<file path="src/rtl/wb_stage.sv">
// Writeback stage: holds one retiring instruction, waits for load data,
// aligns/extends load results and drives the regfile write port.
module wb_stage (
    input  logic        clk,
    input  logic        resetn,
    input  logic        ms_to_ws_valid,
    output logic        ws_allowin,
    input  logic [31:0] ms_pc,
    input  logic        ms_gr_we,
    input  logic [4:0]  ms_dest,
    input  logic [31:0] ms_res,
    input  logic [2:0]  ms_load_op,
    input  logic [31:0] ms_rt_val,
    input  logic        data_data_ok,
    input  logic [31:0] data_rdata,
    output logic        rf_we,
    output logic [4:0]  rf_waddr,
    output logic [3:0]  rf_wbytes,
    output logic [31:0] rf_wdata,
    output logic        ws_fwd_valid,
    output logic [4:0]  ws_fwd_dest,
    output logic        ws_fwd_blocked,
    output logic [31:0] debug_wb_pc
);

    typedef enum logic [1:0] {
        S_IDLE = 2'd0,
        S_RUN  = 2'd1,
        S_WAIT = 2'd2
    } state_t;

    localparam logic [2:0] OP_NONE = 3'd0;
    localparam logic [2:0] OP_LB   = 3'd1;
    localparam logic [2:0] OP_LBU  = 3'd2;
    localparam logic [2:0] OP_LH   = 3'd3;
    localparam logic [2:0] OP_LHU  = 3'd4;
    localparam logic [2:0] OP_LW   = 3'd5;
    localparam logic [2:0] OP_LWL  = 3'd6;
    localparam logic [2:0] OP_LWR  = 3'd7;

    state_t      state, state_nxt;
    logic        ws_valid;
    logic        ws_ready_go;
    logic        accept;

    logic [31:0] ws_pc;
    logic        ws_gr_we;
    logic [4:0]  ws_dest;
    logic [31:0] ws_res;
    logic [2:0]  ws_load_op;
    logic [31:0] ws_rt_val;

    logic [1:0]  lane_a;
    logic [7:0]  byte_v;
    logic [15:0] half_v;
    logic [31:0] shifted;
    logic [3:0]  lane_mask;
    logic [31:0] bit_mask;
    logic [31:0] wdata_raw;
    logic [3:0]  wbytes_raw;

    // Control / next state
    always_comb begin
        ws_valid    = (state != S_IDLE);
        ws_ready_go = (state == S_RUN) || ((state == S_WAIT) && data_data_ok);
        ws_allowin  = !ws_valid || ws_ready_go;
        accept      = ms_to_ws_valid && ws_allowin;
        state_nxt   = state;
        if (accept) begin
            state_nxt = (ms_load_op != OP_NONE) ? S_WAIT : S_RUN;
        end else if (ws_ready_go) begin
            state_nxt = S_IDLE;
        end
    end

    always_ff @(posedge clk or negedge resetn) begin
        if (!resetn) begin
            state      <= S_IDLE;
            ws_pc      <= '0;
            ws_gr_we   <= 1'b0;
            ws_dest    <= '0;
            ws_res     <= '0;
            ws_load_op <= '0;
            ws_rt_val  <= '0;
        end else begin
            state <= state_nxt;
            if (accept) begin
                ws_pc      <= ms_pc;
                ws_gr_we   <= ms_gr_we;
                ws_dest    <= ms_dest;
                ws_res     <= ms_res;
                ws_load_op <= ms_load_op;
                ws_rt_val  <= ms_rt_val;
            end
        end
    end

    // Load alignment and LWL/LWR lane merge
    always_comb begin
        lane_a     = ws_res[1:0];
        byte_v     = 8'(data_rdata >> {lane_a, 3'b000});
        half_v     = 16'(data_rdata >> {lane_a[1], 4'b0000});
        shifted    = data_rdata;
        lane_mask  = 4'b1111;
        wdata_raw  = ws_res;
        wbytes_raw = 4'b1111;
        case (ws_load_op)
            OP_LWL: begin
                shifted = data_rdata << {~lane_a, 3'b000};
                case (lane_a)
                    2'd0:    lane_mask = 4'b1000;
                    2'd1:    lane_mask = 4'b1100;
                    2'd2:    lane_mask = 4'b1110;
                    default: lane_mask = 4'b1111;
                endcase
            end
            OP_LWR: begin
                shifted = data_rdata >> {lane_a, 3'b000};
                case (lane_a)
                    2'd0:    lane_mask = 4'b1111;
                    2'd1:    lane_mask = 4'b0111;
                    2'd2:    lane_mask = 4'b0011;
                    default: lane_mask = 4'b0001;
                endcase
            end
            default: ;
        endcase
        for (int unsigned i = 0; i < 4; i++) begin
            bit_mask[8*i +: 8] = {8{lane_mask[i]}};
        end
        case (ws_load_op)
            OP_LB:  wdata_raw = {{24{byte_v[7]}}, byte_v};
            OP_LBU: wdata_raw = {24'd0, byte_v};
            OP_LH:  wdata_raw = {{16{half_v[15]}}, half_v};
            OP_LHU: wdata_raw = {16'd0, half_v};
            OP_LW:  wdata_raw = data_rdata;
            OP_LWL, OP_LWR: begin
                wdata_raw  = (shifted & bit_mask) | (ws_rt_val & ~bit_mask);
                wbytes_raw = lane_mask;
            end
            default: wdata_raw = ws_res;
        endcase
    end

    // Write port and hazard exports; write-port fields read 0 when idle
    always_comb begin
        rf_we          = ws_valid && ws_gr_we && ws_ready_go && (ws_dest != 5'd0);
        rf_waddr       = rf_we ? ws_dest    : '0;
        rf_wbytes      = rf_we ? wbytes_raw : '0;
        rf_wdata       = rf_we ? wdata_raw  : '0;
        debug_wb_pc    = rf_we ? ws_pc      : '0;
        ws_fwd_valid   = ws_valid && ws_gr_we && (ws_dest != 5'd0);
        ws_fwd_dest    = ws_fwd_valid ? ws_dest : '0;
        ws_fwd_blocked = ws_fwd_valid && (state == S_WAIT) && !data_data_ok;
    end

endmodule

</file>
<file path="config.mk">
export PLATFORM = sky130hd
export DESIGN_NAME = wb_stage
export DESIGN_NICKNAME = d
export VERILOG_FILES = /design/src/rtl/wb_stage.sv
export SDC_FILE = /design/constraint.sdc
export NUM_CORES = 1
export LEC_CHECK = 0
export CORE_AREA = 2 2 119 121
export CTS_CLUSTER_SIZE = 28
export DETAILED_ROUTE_END_ITERATION = 6
export DIE_AREA = 0 0 121 123
export MAX_ROUTING_LAYER = met4
export PLACE_DENSITY = 0.89
export SLEW_MARGIN = 25
export SYNTH_ARGS = -nofsm -noshare
export SYNTH_HDL_FRONTEND = slang
export SYNTH_SLANG_ARGS = --single-unit
</file>
<file path="constraint.sdc">
create_clock -name clk -period 3 [get_ports clk]
set_clock_uncertainty 0.1 [all_clocks]
set_input_delay 0.3 -clock clk [delete_from_list [all_inputs] [get_ports clk]]
set_output_delay 0.3 -clock clk [all_outputs]
set_load 0.02 [all_outputs]
</file>
* After elaboration in Yosys (flattened, before gate mapping)
Index checks and enable logic that the tools add are counted.
Storage, ports and cells: logic and storage cells 58, bits of input ports 141, bits in registers 107, output and inout port bits 82
Cells by class: multiplexer cells 14, eq/ne operators 11, bitwise operators 5, shifts and indexed selects 3, reduce and logical (&&, ||, !) cells 18
Operators by type and width (count):
- one-hot mux 32 bit (6 select lines) | 1
- bitwise AND 32 bit | 2
- 2-to-1 mux 32 bit | 2
- one-hot mux 32 bit (2 select lines) | 1
- NOT 32 bit | 1
- OR 32 bit | 1
- << shifter 32 x 5 -> 32 bit | 1
- >> shifter 32 x 5 -> 16 bit | 1
- >> shifter 32 x 5 -> 32 bit | 1
- == test 3 bit (second input constant) | 4
- one-hot mux 4 bit (3 select lines) | 1
- 2-to-1 mux 5 bit | 2
- one-hot mux 3 bit (3 select lines) | 1
- logical AND 1 bit | 8
- 2-to-1 mux 4 bit | 2
- one-hot mux 4 bit (2 select lines) | 1
- == test 3 x 2 -> 1 bit (second input constant) | 2
- 2-to-1 mux 2 bit | 3
- nonzero test 5 bit | 1
- == test 2 x 1 -> 1 bit (second input constant) | 2
- == test 2 bit (second input constant) | 2
- nonzero test 2 bit | 2
- == test 3 x 1 -> 1 bit (second input constant) | 1
- nonzero test 3 bit | 1
- 5 further kinds | 7

* Logic depth before layout (Yosys ltp)
Gate-level depths: netlist of run 1.
depth after elaboration 8, gate-level depth with buffers 8, mapped depth without buffers 5

* Least setup slack after synthesis of run 1
Ideal clock, no wire load.
kind reg2out, start register ws_res[1], end output rf_wdata[16], stages on the path, launching flop included 7, data arrival time 1.837 ns, slack 0.763 ns, cell sequence dfrtp_1 -> buf_2 -> o32ai_1 -> a21oi_1 -> or4_1 -> buf_2 -> a31oi_1
Between the ends: cells in the longest elaborated chain, start to end 8, elaborated cells on any way between the ends 17, classes of those cells eq/ne (2); shift (3); mux (6); bitwise (5); reduce/logical (1)
RTL lines:
- start, declared | RTL line 49 | logic [31:0] ws_res;
- start signal, assigned | RTL line 91 | ws_res <= ms_res;
- branches (longest 6 deep; another with << shifter 32 x 5 -> 32 bit)
- one-hot mux 32 bit (6 select lines) (*) | RTL line 131 | case (ws_load_op)
- 2-to-1 mux 32 bit (*) | RTL line 150 | rf_wdata = rf_we ? wdata_raw : '0;
- end, declared | RTL line 19 | output logic [31:0] rf_wdata,
Mark *: on every way between the ends.

* Worst setup path after layout of run 1
start register ws_res[0], end output rf_wdata[24]
Between the ends: cells in the longest elaborated chain, start to end 8, elaborated cells on any way between the ends 15, classes of those cells eq/ne (2); shift (2); mux (5); bitwise (5); reduce/logical (1)
RTL lines (RTL line):
- branches (longest 6 deep; another with << shifter 32 x 5 -> 32 bit)
- one-hot mux 32 bit (6 select lines) (*) | 131
- 2-to-1 mux 32 bit (*) | 150
Marked as above.

==> metrics, run 1 <==
status completed; fin crit period 2990 ps; Via-to-Cell Ratio 6.060; RePlAce Congestion 1.013; Seq cells post-synth 107; deepest clock path buffer count 2; syn_nets 841; Setup CP Type flip-flop to output port; placed cell count 1,140; synth warn 0; Fmax 334.5 MHz; CTS sink count 107; asr flop ratio synth 100.0%; initial detailed-routing violation count 741; unrepaired setup endpoints after global routing yes; CORE AREA 13,610 um^2; share of cells above drive strength 1 26.86%; mean area per synthesized cell 9.777 um^2; Netlist cell types 57; drt pass-1 iters 7; Syn Inst Count 700; Layout area overhead 50.35%; Met1 Wirelength 9.600 mm; Crit. Startpoint ws_res[0]; non-filler instance count after layout 1,163; DP HPWL 18.92 mm; num ports 223; Leak 4.568 nW; pin count of the biggest net entering global routing 59; grt total ovfl 0; die height 123 um; die width 121 um; via count 7,048; storage element area 2683 um^2; endpoint type of the worst setup path output port; final net count 1,119; clock latency on the worst-skew pair 360 ps; Highest Signal Layer met4; CP max FO 12; Slew headroom 52.96%; diode count 0; DP Worst Slack -229.6 ps; FP Rows 43; sequential fraction of the synthesis area 39.12%; Final Hold Fails 0; met2 WL 11.95 mm; fin crit share 99.65%; count of final max-slew check failures 0; Initial Util 50.28%; CTS clock-pin slew for the worst setup and hold paths 80 ps; total wire length 25.15 mm; Startpoint Class flip-flop; IO Port Bufs 222; H-tree depth 3; first-pass GRT wire length 38.30 mm; PD cells 543.6 nW/um^2; fillers 953; Met3 Wirelength 2.672 mm; DRC Markers 0; Die Footprint 14,880 um^2; initial antenna violation count 0; Worst-Margin Slew 703.0 ps; CP Data Arrival Time 2590 ps; peak supply drop 0.0004781 V; Post-Syn Area 6844 um^2; DR WL/cell 21.63 um; gr usage total 34.42%; multi-input combinational cell area 3985 um^2; r2r startpoint state[0]; Clock Root Buffer clkbuf_16; # Max-Cap Violations 0; Final setup viols 0; post-route ant nets 0; vias in the first global route 7,018; worst setup margin 10.49 ps; CTS tree yes; number of synthesized flops with an enable pin 0; Design Power 5.593 mW; CP Data Required Time 2600 ps; ys flop type dfrtp_1; CTS buffer count 9; hold slack final 280.4 ps; worst hold path class primary input to asynchronous set/reset pin
==> synth_stat cells (4+ instances only) <==
| cell | number | area, um^2 |
|---|---|---|
| dfrtp_1 | 107 | 2678 |
| mux2_2 | 103 | 1160 |
| inv_1 | 5 | 18.77 |
| a31oi_1 | 13 | 81.33 |
| o22ai_1 | 7 | 43.79 |
| a21oi_1 | 27 | 135.1 |
| nand4_1 | 7 | 43.79 |
| and3_1 | 4 | 25.02 |
| buf_2 | 27 | 135.1 |
| and2_1 | 49 | 306.5 |
| a21boi_0 | 7 | 52.55 |
| nor2_1 | 37 | 138.9 |
| a2bb2oi_1 | 8 | 70.07 |
| o21ai_0 | 46 | 230.2 |
| o211a_1 | 8 | 80.08 |
| nand3_1 | 8 | 40.04 |
| a221oi_1 | 16 | 140.1 |
| mux2i_1 | 32 | 320.3 |
| nand2_1 | 72 | 270.3 |
| a22o_1 | 14 | 122.6 |
| clkbuf_1 | 24 | 90.09 |
| nor2b_1 | 6 | 37.54 |
| o21a_1 | 4 | 30.03 |
| a222oi_1 | 14 | 140.1 |
| o221ai_1 | 8 | 70.07 |
==> flip-flops by register name, indices dropped and copies added (netlist names) <==
| register | flops |
|---|---|
| ws_load_op | 3 |
| state | 2 |
| ws_pc | 32 |
| ws_res | 32 |
| ws_gr_we | 1 |
| ws_rt_val | 32 |
| ws_dest | 5 |
==> cell usage in the layout (no fill, tap or decap), types with 10 or more instances in the layout <==
cell type        synthesis  routed
nand2_1                 72      70
a222oi_1                14      14
mux2i_1                 32      22
buf_4                    3      90
and2_1                  49      49
buf_12                   0      11
dlygate4sd2_1            0      48
clkbuf_2                 0      11
a21oi_1                 27      27
clkbuf_16                0      10
a22o_1                  14      14
clkdlybuf4s50_1          0     154
nor2_1                  37      36
a221oi_1                16      16
o21ai_0                 46      44
mux2_2                 103     103
dfrtp_1                107     103
a31oi_1                 13      13
==> worst max-delay path, cell delays in order, from the launching register on <==
cell	delay, ps
dfrtp_2	460
buf_12	200
mux2i_1	280
mux2i_1	120
buf_4	160
a222oi_1	320
buf_4	180
nand2_1	50
o211a_1	100
dlygate4sd2_1	340
==> cell families (layout without fill, tap and decap cells) <==
kind of cell           after synthesis  after routing  share of synthesized area (%)
flip-flops                         107            107                          39.12
XOR/XNOR                             1              1                         0.1280
AO/OA/AOI/OAI                      192            192                          20.06
AND/OR/NAND/NOR                    200            200                          14.19
buffers and inverters               63            346                          4.223
multiplexers                       137            137                          22.29
==> through the flow <==
step / TNS [ps] / cell area [um^2] / utilization [%]
2_1_floorplan: 0 / 6844 / -
3_3_place_gp: -705.2 / 9878 / 72.57
3_5_place_dp: -2568 / 9878 / 72.57
4_1_cts: -27.90 / 10250 / 75.29
5_1_grt: -226.7 / 10290 / 75.60
6_report: 0 / 10290 / 75.60
==> what timing repair did <==
action | CTS | global route
gates cloned | 0 | 1
endpoints found under the hold margin | 20 | 0
endpoints found under the setup margin | 64 | 29
pin swaps | 3 | 4
hold buffers | 1 | 0
setup buffers | 4 | 1
gates resized for setup | 81 | 48
==> power by group <==
group	internal, mW	total, mW	switching, mW
clock	0.681	1.30	0.621
sequential	1.70	1.89	0.194
combinational	1.18	2.40	1.21
==> final cells by class <==
cell class / count / area share [%]
inverters: 5 / 0.1824
clock inverters: 7 / 1.021
repair buffers: 325 / 29.62
multi-input cells: 530 / 38.73
flip-flops and latches: 107 / 26.07
clock buffers: 9 / 2.189
well taps: 180 / 2.189
==> per-layer routing <==
| layer | vias up | global-route usage [%] |
|---|---|---|
| li1 | 3161 | - |
| met1 | 3329 | 43.09 |
| met2 | 490 | 54.67 |
| met3 | 68 | 8.902 |
| met4 | 0 | 11.48 |
| met5 | - | - |
==> worst paths after layout <==
kind / end / slack [ps] / depth (start not counted)
setup / recovery: rf_wdata[24] / 10 / 9
hold / removal: ws_res[9] / 280 / 2
setup reg to reg: ws_pc[21] / 960 / 4
hold reg to reg: ws_pc[0] / 400 / 1
max in group asynchronous: state[0] / 1810 / 3
min in group clk: ws_pc[0] / 400 / 1
Note: power is estimated with default switching activity, not from simulation.
==> run 2: changes to the inputs <==
--- a/config.mk
+++ b/config.mk
@@ -10,7 +10,7 @@
 export DETAILED_ROUTE_END_ITERATION = 6
 export DIE_AREA = 0 0 121 123
 export MAX_ROUTING_LAYER = met4
-export PLACE_DENSITY = 0.89
+export PLACE_DENSITY = 0.87
 export SLEW_MARGIN = 25
 export SYNTH_ARGS = -nofsm -noshare
 export SYNTH_HDL_FRONTEND = slang
==> run 2 against run 1 <==
  * Final cell count is 1.6% lower
  * Sequential cell count is the same
  * Power is 1.4% lower
  * Wire length down 2.3%
  * Sequential share of layout area is 0.14 points higher
  * Core utilization decreased by 0.40 points
  * Sequential power barely moved
  * Clock-buffer cell count stayed put
  * Final area is 0.54% lower
  * Highest routed layer unchanged
==> metrics, run 2 (synthesis gave the netlist of run 1 again) <==
die height 123 um (unchanged); vias in the first global route 6,936 (-1.2%); peak supply drop 0.0004262 V (-11%); Crit. Startpoint ws_res[0]; Leak 4.632 nW (+1.4%); non-filler instance count after layout 1,144 (-1.6%); r2r startpoint state[0]; endpoint type of the worst setup path output port; share of cells above drive strength 1 25.31% (-1.5 points); CP max FO 11 (-1); Final Hold Fails 0 (unchanged); # Max-Cap Violations 0 (unchanged); setup TNS 0 ps (unchanged); Regs by FF count ws_pc x32, ws_res x32, ws_rt_val x32; initial antenna violation count 0 (unchanged); CP Data Arrival Time 2560 ps (-30 ps); fin crit share 98.64% (-1.0 points); count of final max-slew check failures 0 (unchanged); Worst-Margin Slew 678.2 ps (-24.86 ps); pin count of the biggest net entering global routing 71 (+20%); Layout area overhead 49.54%; gr usage total 33.64% (-0.78 points); CTS buffer count 9 (unchanged); num ports 223 (unchanged); DRC Markers 0 (unchanged); FP Rows 43 (unchanged); IO Port Bufs 222 (unchanged); post-route ant nets 0 (unchanged); die width 121 um (unchanged); worst hold path class primary input to asynchronous set/reset pin; most frequent cells in the layout 167 x clkdlybuf4s50_1, 103 x mux2_2, 103 x dfrtp_1; fin crit period 2959 ps (-30.42 ps); total wire length 24.58 mm (-2.3%); CTS tree yes; grt total ovfl 0 (unchanged); initial detailed-routing violation count 762 (+2.8%); DP HPWL 18.40 mm (-2.7%); Setup CP Type flip-flop to output port; multi-input combinational cell area 4011 um^2 (+0.66%); clock latency on the worst-skew pair 360 ps (about the same); CTS sink count 107 (unchanged); H-tree depth 3 (unchanged); Slew headroom 54.62% (+1.7 points); deepest clock path buffer count 2 (unchanged); fillers 955 (+0.21%); diode count 0 (unchanged); Worst R2R Setup Slack 1030 ps (+70 ps); storage element area 2683 um^2 (unchanged); first-pass GRT wire length 37.40 mm (-2.4%); Final setup viols 0 (unchanged); CP Data Required Time 2600 ps (about the same); Startpoint Class flip-flop; Die Footprint 14,880 um^2 (unchanged); DR WL/cell 21.48 um (-0.66%); worst reg-to-reg path cell count 4 (unchanged); most common cell after layout, fill and taps aside clkdlybuf4s50_1; CTS clock-pin slew for the worst setup and hold paths 80 ps (about the same); Clock Root Buffer clkbuf_16; Design Power 5.514 mW (-1.4%); status completed; placed cell count 1,125 (-1.3%); Via-to-Cell Ratio 6.122 (+1.0%); drt pass-1 iters 6 (-1); unrepaired setup endpoints after global routing yes; PD cells 538.7 nW/um^2 (-0.90%); RePlAce Congestion 1.021 (+0.78%); Fmax 337.9 MHz (+1.0%); CORE AREA 13,610 um^2 (unchanged); Worst Setup EP rf_wdata[30]; final net count 1,100 (-1.7%); reg-to-reg endpoint ws_pc[4]; via count 7,004 (-0.62%); Initial Util 50.28% (unchanged)
-- run 2: changes by cell type in the layout (fill, tap and decap cells not counted), sizes merged --
cell	delta
buf	-18
clkbuf	-11
clkdlybuf4s15	-2
clkdlybuf4s50	+13
clkinv	-1
clkinvlp	+1
dlygate4sd2	-15
dlymetal6s2s	+14
-- run 2: metal layers --
layer	vias to the layer above	GRT usage [%]	share of wire [%]
met4	0	11.12	3.5
met1	3362	42.53	39
met5	-	-	0
li1	3118	-	-
met3	66	7.288	10
met2	458	54.07	47
-- run 2: final cells by class --
class                           instances  share of cell area, %
Clock inverter                          7                 0.9169
Inverter                                5                 0.1834
Timing Repair Buffer                  306                  29.10
Multi-Input combinational cell        530                  39.19
Tap cell                              180                  2.200
Clock buffer                            9                  2.200
Sequential cell                       107                  26.21
-- run 2: worst min-delay path by stage --
stage	start	endpoint	slack, ps	depth (start not counted)
final	resetn	ws_rt_val[9]	350	2
after global routing	resetn	ws_rt_val[10]	410	2
after CTS	resetn	ws_rt_val[10]	370	2
after detailed placement	resetn	ws_res[9]	210	1
after global placement	resetn	ws_res[9]	190	1
after floorplan	resetn	state[0]	-100	0
-- run 2: stage by stage --
stage / hold WS, ps / instance area [um^2] / util [%] / setup WS [ps]
final: 351.0 / 10230 / 75.19 / 40.91
after global routing: 412.1 / 10230 / 75.19 / -32.71
after CTS: 366.8 / 10100 / 74.19 / -189.3
after detailed placement: 206.5 / 9741 / 71.56 / -142.2
after global placement: 194.5 / 9741 / 71.56 / -96.44
after floorplan: -95.59 / 6844 / - / 763.3
-- run 2: what timing repair did --
action | in CTS | in global routing
pin swaps | 3 | 6
hold endpoints to repair | 37 | 0
hold buffers | 1 | 0
setup endpoints to repair | 63 | 39
buffers inserted | 0 | 2
resized for setup | 62 | 39
-- run 2: power breakdown --
| part | total (mW) | switching (mW) | internal (mW) |
|---|---|---|---|
| logic | 2.33 | 1.18 | 1.15 |
| registers | 1.90 | 0.197 | 1.70 |
| clock network | 1.28 | 0.611 | 0.672 |
| total | 5.51 | 1.99 | 3.52 |
-- run 2: critical path: stages (launching register included) --
cell	delay, ps
dfrtp_2	490
buf_8	200
mux4_2	580
a222oi_1	320
o21ai_0	130
o211a_1	140
dlygate4sd2_1	340
